`config.mk`:
```
export PLATFORM = sky130hd
export DESIGN_NAME = hex_ascii_streamer
export DESIGN_NICKNAME = d
export VERILOG_FILES = /design/src/rtl/hex_ascii_pkg.sv /design/src/rtl/hex_lzc.sv /design/src/rtl/hex_ascii_streamer.sv
export SDC_FILE = /design/constraint.sdc
export NUM_CORES = 1
export LEC_CHECK = 0
export ABC_AREA = 1
export CAP_MARGIN = 0
export CORE_MARGIN = 5
export CORE_UTILIZATION = 50
export DETAILED_ROUTE_END_ITERATION = 16
export PLACE_DENSITY = 0.79
export SYNTH_ARGS = -nofsm -noshare
export SYNTH_HDL_FRONTEND = slang
export SYNTH_SLANG_ARGS = --single-unit
```
`constraint.sdc`:
```
create_clock -name clk -period 1.55 [get_ports clk]
set_input_delay 0.31 -clock clk [delete_from_list [all_inputs] [get_ports clk]]
set_output_delay 0.31 -clock clk [all_outputs]
set_load 0.005 [all_outputs]
```
`src/rtl/hex_ascii_pkg.sv`:
```
// rtl/hex_ascii_pkg.sv - shared FSM states, ASCII constants and nibble-to-ASCII encoder
// Build option: HEX_ASCII_CRLF_EN adds the CR and LF terminator states.
package hex_ascii_pkg;

`ifdef HEX_ASCII_CRLF_EN
    typedef enum logic [1:0] {
        IDLE  = 2'd0,
        DIGIT = 2'd1,
        CR    = 2'd2,
        LF    = 2'd3
    } state_e;
`else
    typedef enum logic [0:0] {
        IDLE  = 1'b0,
        DIGIT = 1'b1
    } state_e;
`endif

    localparam logic [7:0] ASCII_DIGIT_BASE = 8'h30;
    localparam logic [7:0] ASCII_UPPER_OFS  = 8'h37;
    localparam logic [7:0] ASCII_LOWER_OFS  = 8'h57;
    localparam logic [7:0] ASCII_CR         = 8'h0D;
    localparam logic [7:0] ASCII_LF         = 8'h0A;

    // Offsets are chosen so that base + nibble lands on '0'..'9', 'A'..'F' or 'a'..'f'.
    function automatic logic [7:0] nib2ascii(input logic [3:0] nibble, input logic lower);
        logic [7:0] n8;
        n8 = {4'h0, nibble};
        if (nibble < 4'd10) begin
            return ASCII_DIGIT_BASE + n8;
        end
        return (lower ? ASCII_LOWER_OFS : ASCII_UPPER_OFS) + n8;
    endfunction

endpackage

```
`src/rtl/hex_lzc.sv`:
```
// rtl/hex_lzc.sv - combinational leading-zero hex digit counter
// Ports: data (4*NIBBLES word in), lz (count of leading zero nibbles, NIBBLES when all zero).
module hex_lzc #(
    parameter int NIBBLES = 4
) (
    input  logic [4*NIBBLES-1:0]         data,
    output logic [$clog2(NIBBLES+1)-1:0] lz
);

    localparam int CW = $clog2(NIBBLES + 1);

    // Ascending scan: the last non-zero nibble seen is the most significant one.
    always_comb begin
        lz = CW'(NIBBLES);
        for (int i = 0; i < NIBBLES; i++) begin
            if (data[4*i +: 4] != 4'h0) begin
                lz = CW'(NIBBLES - 1 - i);
            end
        end
    end

endmodule

```
`src/rtl/hex_ascii_streamer.sv`:
```
// rtl/hex_ascii_streamer.sv - serialises an N-nibble word as ASCII hex characters, MS digit first
// Ports: clk, rst (async active-low); in_valid/in_ready/in_data/in_lower word input;
//        out_valid/out_ready/out_data/out_last character output; busy while a word is emitted.
// Build option: HEX_ASCII_CRLF_EN appends CR, LF to every word and moves out_last to LF.
module hex_ascii_streamer
    import hex_ascii_pkg::*;
#(
    parameter int NIBBLES        = 4,
    parameter int SUPPRESS_ZEROS = 0
) (
    input  logic                 clk,
    input  logic                 rst,
    input  logic                 in_valid,
    output logic                 in_ready,
    input  logic [4*NIBBLES-1:0] in_data,
    input  logic                 in_lower,
    output logic                 out_valid,
    input  logic                 out_ready,
    output logic [7:0]           out_data,
    output logic                 out_last,
    output logic                 busy
);

    localparam int W  = 4 * NIBBLES;
    localparam int CW = $clog2(NIBBLES + 1);
    localparam logic [CW-1:0] LAST_IDX = CW'(NIBBLES - 1);
`ifdef HEX_ASCII_CRLF_EN
    localparam logic DIGIT_LAST = 1'b0;
`else
    localparam logic DIGIT_LAST = 1'b1;
`endif

    state_e        state_q, state_d;
    logic [W-1:0]  shreg_q, shreg_d;
    logic [CW-1:0] cnt_q, cnt_d;
    logic          lower_q, lower_d;
    logic          out_valid_q, out_valid_d;
    logic [7:0]    out_data_q, out_data_d;
    logic          out_last_q, out_last_d;

    logic [CW-1:0] lz_raw, lz, cnt_inc;
    logic [W-1:0]  in_shifted, shreg_nxt;

    generate
        if (SUPPRESS_ZEROS != 0) begin : g_lzc
            hex_lzc #(.NIBBLES(NIBBLES)) u_lzc (
                .data (in_data),
                .lz   (lz_raw)
            );
        end else begin : g_no_lzc
            assign lz_raw = '0;
        end
    endgenerate

    // An all-zero word still sends its final '0'.
    assign lz         = (lz_raw > LAST_IDX) ? LAST_IDX : lz_raw;
    assign in_shifted = in_data << {lz, 2'b00};
    assign shreg_nxt  = shreg_q << 4;
    assign cnt_inc    = cnt_q + 1'b1;

    always_comb begin
        state_d     = state_q;
        shreg_d     = shreg_q;
        cnt_d       = cnt_q;
        lower_d     = lower_q;
        out_valid_d = out_valid_q;
        out_data_d  = out_data_q;
        out_last_d  = out_last_q;
        case (state_q)
            IDLE: begin
                if (in_valid) begin
                    state_d     = DIGIT;
                    shreg_d     = in_shifted;
                    cnt_d       = lz;
                    lower_d     = in_lower;
                    out_valid_d = 1'b1;
                    out_data_d  = nib2ascii(in_shifted[W-1 -: 4], in_lower);
                    out_last_d  = DIGIT_LAST && (lz == LAST_IDX);
                end
            end
            DIGIT: begin
                if (out_ready) begin
                    if (cnt_q == LAST_IDX) begin
`ifdef HEX_ASCII_CRLF_EN
                        state_d     = CR;
                        out_data_d  = ASCII_CR;
                        out_last_d  = 1'b0;
`else
                        state_d     = IDLE;
                        out_valid_d = 1'b0;
                        out_last_d  = 1'b0;
`endif
                    end else begin
                        shreg_d    = shreg_nxt;
                        cnt_d      = cnt_inc;
                        out_data_d = nib2ascii(shreg_nxt[W-1 -: 4], lower_q);
                        out_last_d = DIGIT_LAST && (cnt_inc == LAST_IDX);
                    end
                end
            end
`ifdef HEX_ASCII_CRLF_EN
            CR: begin
                if (out_ready) begin
                    state_d    = LF;
                    out_data_d = ASCII_LF;
                    out_last_d = 1'b1;
                end
            end
            LF: begin
                if (out_ready) begin
                    state_d     = IDLE;
                    out_valid_d = 1'b0;
                    out_last_d  = 1'b0;
                end
            end
`endif
            default: state_d = IDLE;
        endcase
    end

    always_ff @(posedge clk or negedge rst) begin
        if (!rst) begin
            state_q     <= IDLE;
            shreg_q     <= '0;
            cnt_q       <= '0;
            lower_q     <= 1'b0;
            out_valid_q <= 1'b0;
            out_data_q  <= 8'h00;
            out_last_q  <= 1'b0;
        end else begin
            state_q     <= state_d;
            shreg_q     <= shreg_d;
            cnt_q       <= cnt_d;
            lower_q     <= lower_d;
            out_valid_q <= out_valid_d;
            out_data_q  <= out_data_d;
            out_last_q  <= out_last_d;
        end
    end

    assign in_ready  = (state_q == IDLE);
    assign busy      = (state_q != IDLE);
    assign out_valid = out_valid_q;
    assign out_data  = out_data_q;
    assign out_last  = out_last_q;

endmodule

```
=== Yosys cells after proc, flatten, opt, wreduce, memory -nomap -nowiden ===
Cells that the tools add are included.

* Output and inout port bits: 12
* Word-level logic and storage cells: 62
* Bits in latches: 0
* Memory bits (writable): 0
* Input bits: 21
* Bits in read-only memories: 0
* Memories kept: 0
* Register bits after elaboration: 27

* Multiply operators: 0
* Add/sub/neg operators: 5
* Eq/ne operators: 6
* Divide/modulo/power cells: 0
* Multiplexer cells: 37
* Bitwise logic cells: 1
* Shifts and indexed selects: 0
* Order comparisons: 2
* Reduce and logical (&&, ||, !) cells: 4

{| class="wikitable"
|+ Operators by type and width
! cell !! number
|-
| $mux 8 || 7
|-
| $mux 12 || 3
|-
| $pmux 12 s2 || 1
|-
| $add 7x4->8 || 2
|-
| $mux 1 || 16
|-
| $pmux 8 s2 || 1
|-
| $add 6x4->7 const A || 2
|-
| $mux 7 || 2
|-
| $mux 3 || 3
|-
| $lt 4x4->1 const B || 2
|-
| $eq 3x2->1 const B || 2
|-
| $ne 2x2->1 const B || 3
|-
| $pmux 1 s2 || 3
|-
| $pmux 3 s2 || 1
|-
| $reduce_and 3->1 || 2
|-
| $reduce_and 2->1 || 2
|-
| $add 3x1->3 const B || 1
|-
| $ne 2x1->1 const B || 1
|-
| $not 1->1 || 1
|}

=== Depth between registers and ports, before layout ===
* Word-level depth: 9
* Depth in mapped cells: 11
* Gate-level depth less buffers: 11

=== Least setup slack after synthesis ===
OpenSTA, ideal clock, no wires.

* Kind: reg2reg
* From: register cnt_q[0]
* To: register shreg_q[9]
* Setup slack: 0.135 ns
* Library setup time: 0.124 ns
* Period minus slack after synthesis: 1.415 ns
* Arrival: 1.291 ns
* Cell stages (with the launch flop): 10
* Path buffers: 1
* Data required time: 1.426 ns
* Path through: dfrtp_1 ha_1 ha_1 inv_1 nand2_1 nand2_4 nand2_4 buf_2 nand2_1 o31ai_2

* Word-level cells in the longest chain between the ends: 3

{| class="wikitable"
|+ RTL lines
! element !! line !! RTL
|-
| start: declaration || hex_ascii_streamer.sv:35 || <nowiki>logic [CW-1:0] cnt_q, cnt_d;</nowiki>
|-
| start signal: assignment || hex_ascii_streamer.sv:133 || <nowiki>cnt_q <= cnt_d;</nowiki>
|-
| $eq 3x2->1 || hex_ascii_streamer.sv:83 || <nowiki>if (cnt_q == LAST_IDX) begin</nowiki>
|-
| $ne 2x2->1 (no line) || n/a ||
|-
| $reduce_and 3->1 (no line) || n/a ||
|-
| end signal: assignment || hex_ascii_streamer.sv:132 || <nowiki>shreg_q <= shreg_d;</nowiki>
|-
| end: declaration || hex_ascii_streamer.sv:34 || <nowiki>logic [W-1:0] shreg_q, shreg_d;</nowiki>
|}

Every way passes these cells.
A chain may end at the register's enable or synchronous reset.

=== Worst setup path after layout ===
* From: register state_q (netlist: busy)
* To: output port in_ready

* Word-level cells in the longest chain between the ends: 1

{| class="wikitable"
|+ RTL lines
! element !! line !! RTL
|-
| start: declaration || hex_ascii_streamer.sv:33 || <nowiki>state_e state_q, state_d;</nowiki>
|-
| start signal: assignment || hex_ascii_streamer.sv:131 || <nowiki>state_q <= state_d;</nowiki>
|-
| $not 1->1 (no line) || n/a ||
|-
| end: declaration || hex_ascii_streamer.sv:14 || <nowiki>output logic in_ready,</nowiki>
|}

Every way passes these cells.

==> impl_metrics.tcl <==
set metrics [dict create \
    rows 19 \
    hold_class "in2async" \
    core_area_sq_um 2810 \
    yosysTopAreaCell "dfrtp_1" \
    hpwl_microns 2520 \
    finalClockSkew_ps 8.17 \
    synth-seq-area-share_pct 43.7 \
    cts.sinks 26 \
    synth-seq-cells 26 \
    grt.met3_usage_pct 3.11 \
    fin_nets 270 \
    finalNonFillerCells 274 \
    ant_nets 0 \
    drc 0 \
    critPathCaptureType "output pin" \
    die_h_microns 64.6 \
    hold_viol_final 0 \
    cts_hold_buf 0 \
    yosys_warnings 0 \
    yosys.area.top_type_share_pct 43.7 \
    setup_viol 0 \
    synth_edf_count 0 \
    power_density_nw_per_um2 1710 \
    grt_util_met1_pct 20.8 \
    required_ps 1240 \
    antenna_found_initial 0 \
    synth.top_cells.by_area "dfrtp_1, nand2_1, inv_1" \
    cts_tree "done" \
    area_delta_synth_final_pct 38.0 \
    critical-path-slowest-cell "dfrtp_2" \
    async_flop_share_pct 100 \
    dr.pass1.iters 4 \
    min_period_ps 1520 \
    insertion_delay_ps 320 \
    wl_per_cell_microns 12.8 \
    critPathKind "reg2out" \
    ctsRootBufferMaster "clkbuf_4" \
    vias 1416 \
    synth_most_common_cell "nand2_1" \
    path_buf_inv 3 \
    use_met2_pct 33.2 \
    cp.arrival_ps 1210 \
    grt_pass1_vias 1413 \
    clk_pin_slew_ps 150 \
    drive_gt1_share_pct 18.5 \
    syn-num-nets 218 \
    grt_util_all_layers_pct 17.7 \
    status "completed" \
    cts-htree-levels 1 \
    port_buffers 31 \
    finalMaxSlewViolations 0 \
    leakagePower_uw 0.00111 \
    synthCells 192 \
    synth_common_cells "nand2_1, dfrtp_1, inv_1" \
    cpPeakStageDelay_ps 450 \
    wl_microns 3500 \
    dpl.cell_count 259 \
    grt_max_degree 27 \
    crit_family "flip-flops" \
    fin_util_pct 73.3 \
    avgSynthCellArea_sq_um 7.76 \
    grt_pass1_wl_microns 5950 \
    max_freq_ghz 0.660 \
    dieWidth_microns 64.6 \
    initial_core_util_pct 53.1 \
    numCtsBuffers 3 \
    dieArea_sq_um 4170 \
    synth_cell_type_count 23 \
    ir_drop_mv 1.02 \
    cap_violations 0 \
    syn_area_sq_um 1490 \
    fillers 211 \
    ctsLongestPathBuffers 2 \
    antenna_cells 0 \
    synth_top_flop_cell "dfrtp_1" \
    drtIter0Drc 34 \
    viasPerCell 5.17 \
    overflow 0 \
    worst_hold_slack_ps 345 \
    path_max_fanout 3 \
    routabilityCongestion 0.816 \
    crit_path_start_kind "flop" \
    io_pins 33 \
    top_usage_layer "met2" \
    crit_chain "buf_4, inv_6, dlygate4sd2_1" \
    finalCritPeriodShare_pct 97.8 \
]
through the flow:
step           total power [uW]  instance area (sq um)  TNS [ps]  setup WS [ps]
6_report                   3510                   2060         0           34.7
5_1_grt                    3840                   2060     -90.9          -40.8
4_1_cts                    3340                   1960         0           6.40
3_5_place_dp               2900                   1890      -147          -90.5
3_3_place_gp               2810                   1890     -27.6          -27.6
2_1_floorplan              2230                   1490         0            135
state kept, by name, indices dropped and copies added, names as in the netlist:
name,flops
out_valid,1
out_data,7
out_last,1
lower_q,1
cnt_q,3
shreg_q,12
busy,1
cell usage in the layout, fill, tap and decap left out:
cell	instances
nand2_1	62
dfrtp_1	25
clkdlybuf4s50_1	23
inv_1	21
buf_4	21
nand3_1	15
nor2_1	15
o21ai_1	8
o21ai_0	6
dlymetal6s2s_1	6
o211ai_1	4
o31ai_2	4
ha_1	4
nand2_4	3
clkbuf_4	3
inv_6	2
inv_2	2
o22ai_1	2
a21oi_1	2
dlygate4sd2_1	2
buf_6	2
nand2_2	1
nor2_4	1
nand4_1	1
nor2_2	1
o21a_1	1
ha_2	1
conb_1	1
dfrtp_2	1
clkbuf_8	1
clkbuf_16	1
buf_12	1
area by class of cell:
class                      count  area (sq um)  area share [%]
multi-input combinational    132           677            32.9
clock buffer                   4          36.3            1.77
tap                           31          38.8            1.89
inverter                      25           104            5.05
sequential                    26           652            31.7
timing repair buffer          56           548            26.7
routing by layer:
| layer | wire length, microns | up-vias |
|---|---|---|
| li1 | - | 711 |
| met1 | 1520 | 652 |
| met2 | 1760 | 45 |
| met3 | 181 | 8 |
| met4 | 47 | 0 |
| met5 | 0 | - |
report_power, final:
part           internal (uW)  switching [uW]  leakage (uW)
logic                   1040            1060      0.000756
registers                933             136      0.000333
clock network            144             206     0.0000210
total                   2110            1400       0.00111
worst paths after layout:
path / start / end / slack [ps] / cells past startpoint
setup / recovery: busy$_DFF_PN0_ / in_ready / 30 / 3
hold / removal: rst / busy$_DFF_PN0_ / 340 / 2
setup reg to reg: busy$_DFF_PN0_ / shreg_q[7]$_DFFE_PN0P_ / 50 / 10
hold reg to reg: out_data[1]$_DFFE_PN0P_ / out_data[1]$_DFFE_PN0P_ / 490 / 2
max in group asynchronous: rst / busy$_DFF_PN0_ / 940 / 2
min in group clk: out_data[1]$_DFFE_PN0P_ / out_data[1]$_DFFE_PN0P_ / 490 / 2
cell families after synthesis:
logic type      count (synthesis)  synth area share (%)
flops                          26                  43.7
buf+inv                        34                  11.3
other cells                     1                 0.252
compound gates                 27                  12.1
fa+ha+maj                       5                  4.20
simple gates                   99                  28.5
timing repair:
action                     CTS  global route
gates cloned                 0             1
setup endpoints to repair    6            27
resized for setup            5            13
buffers inserted             5             5
No activity file was read; power rests on OpenSTA's default activity.
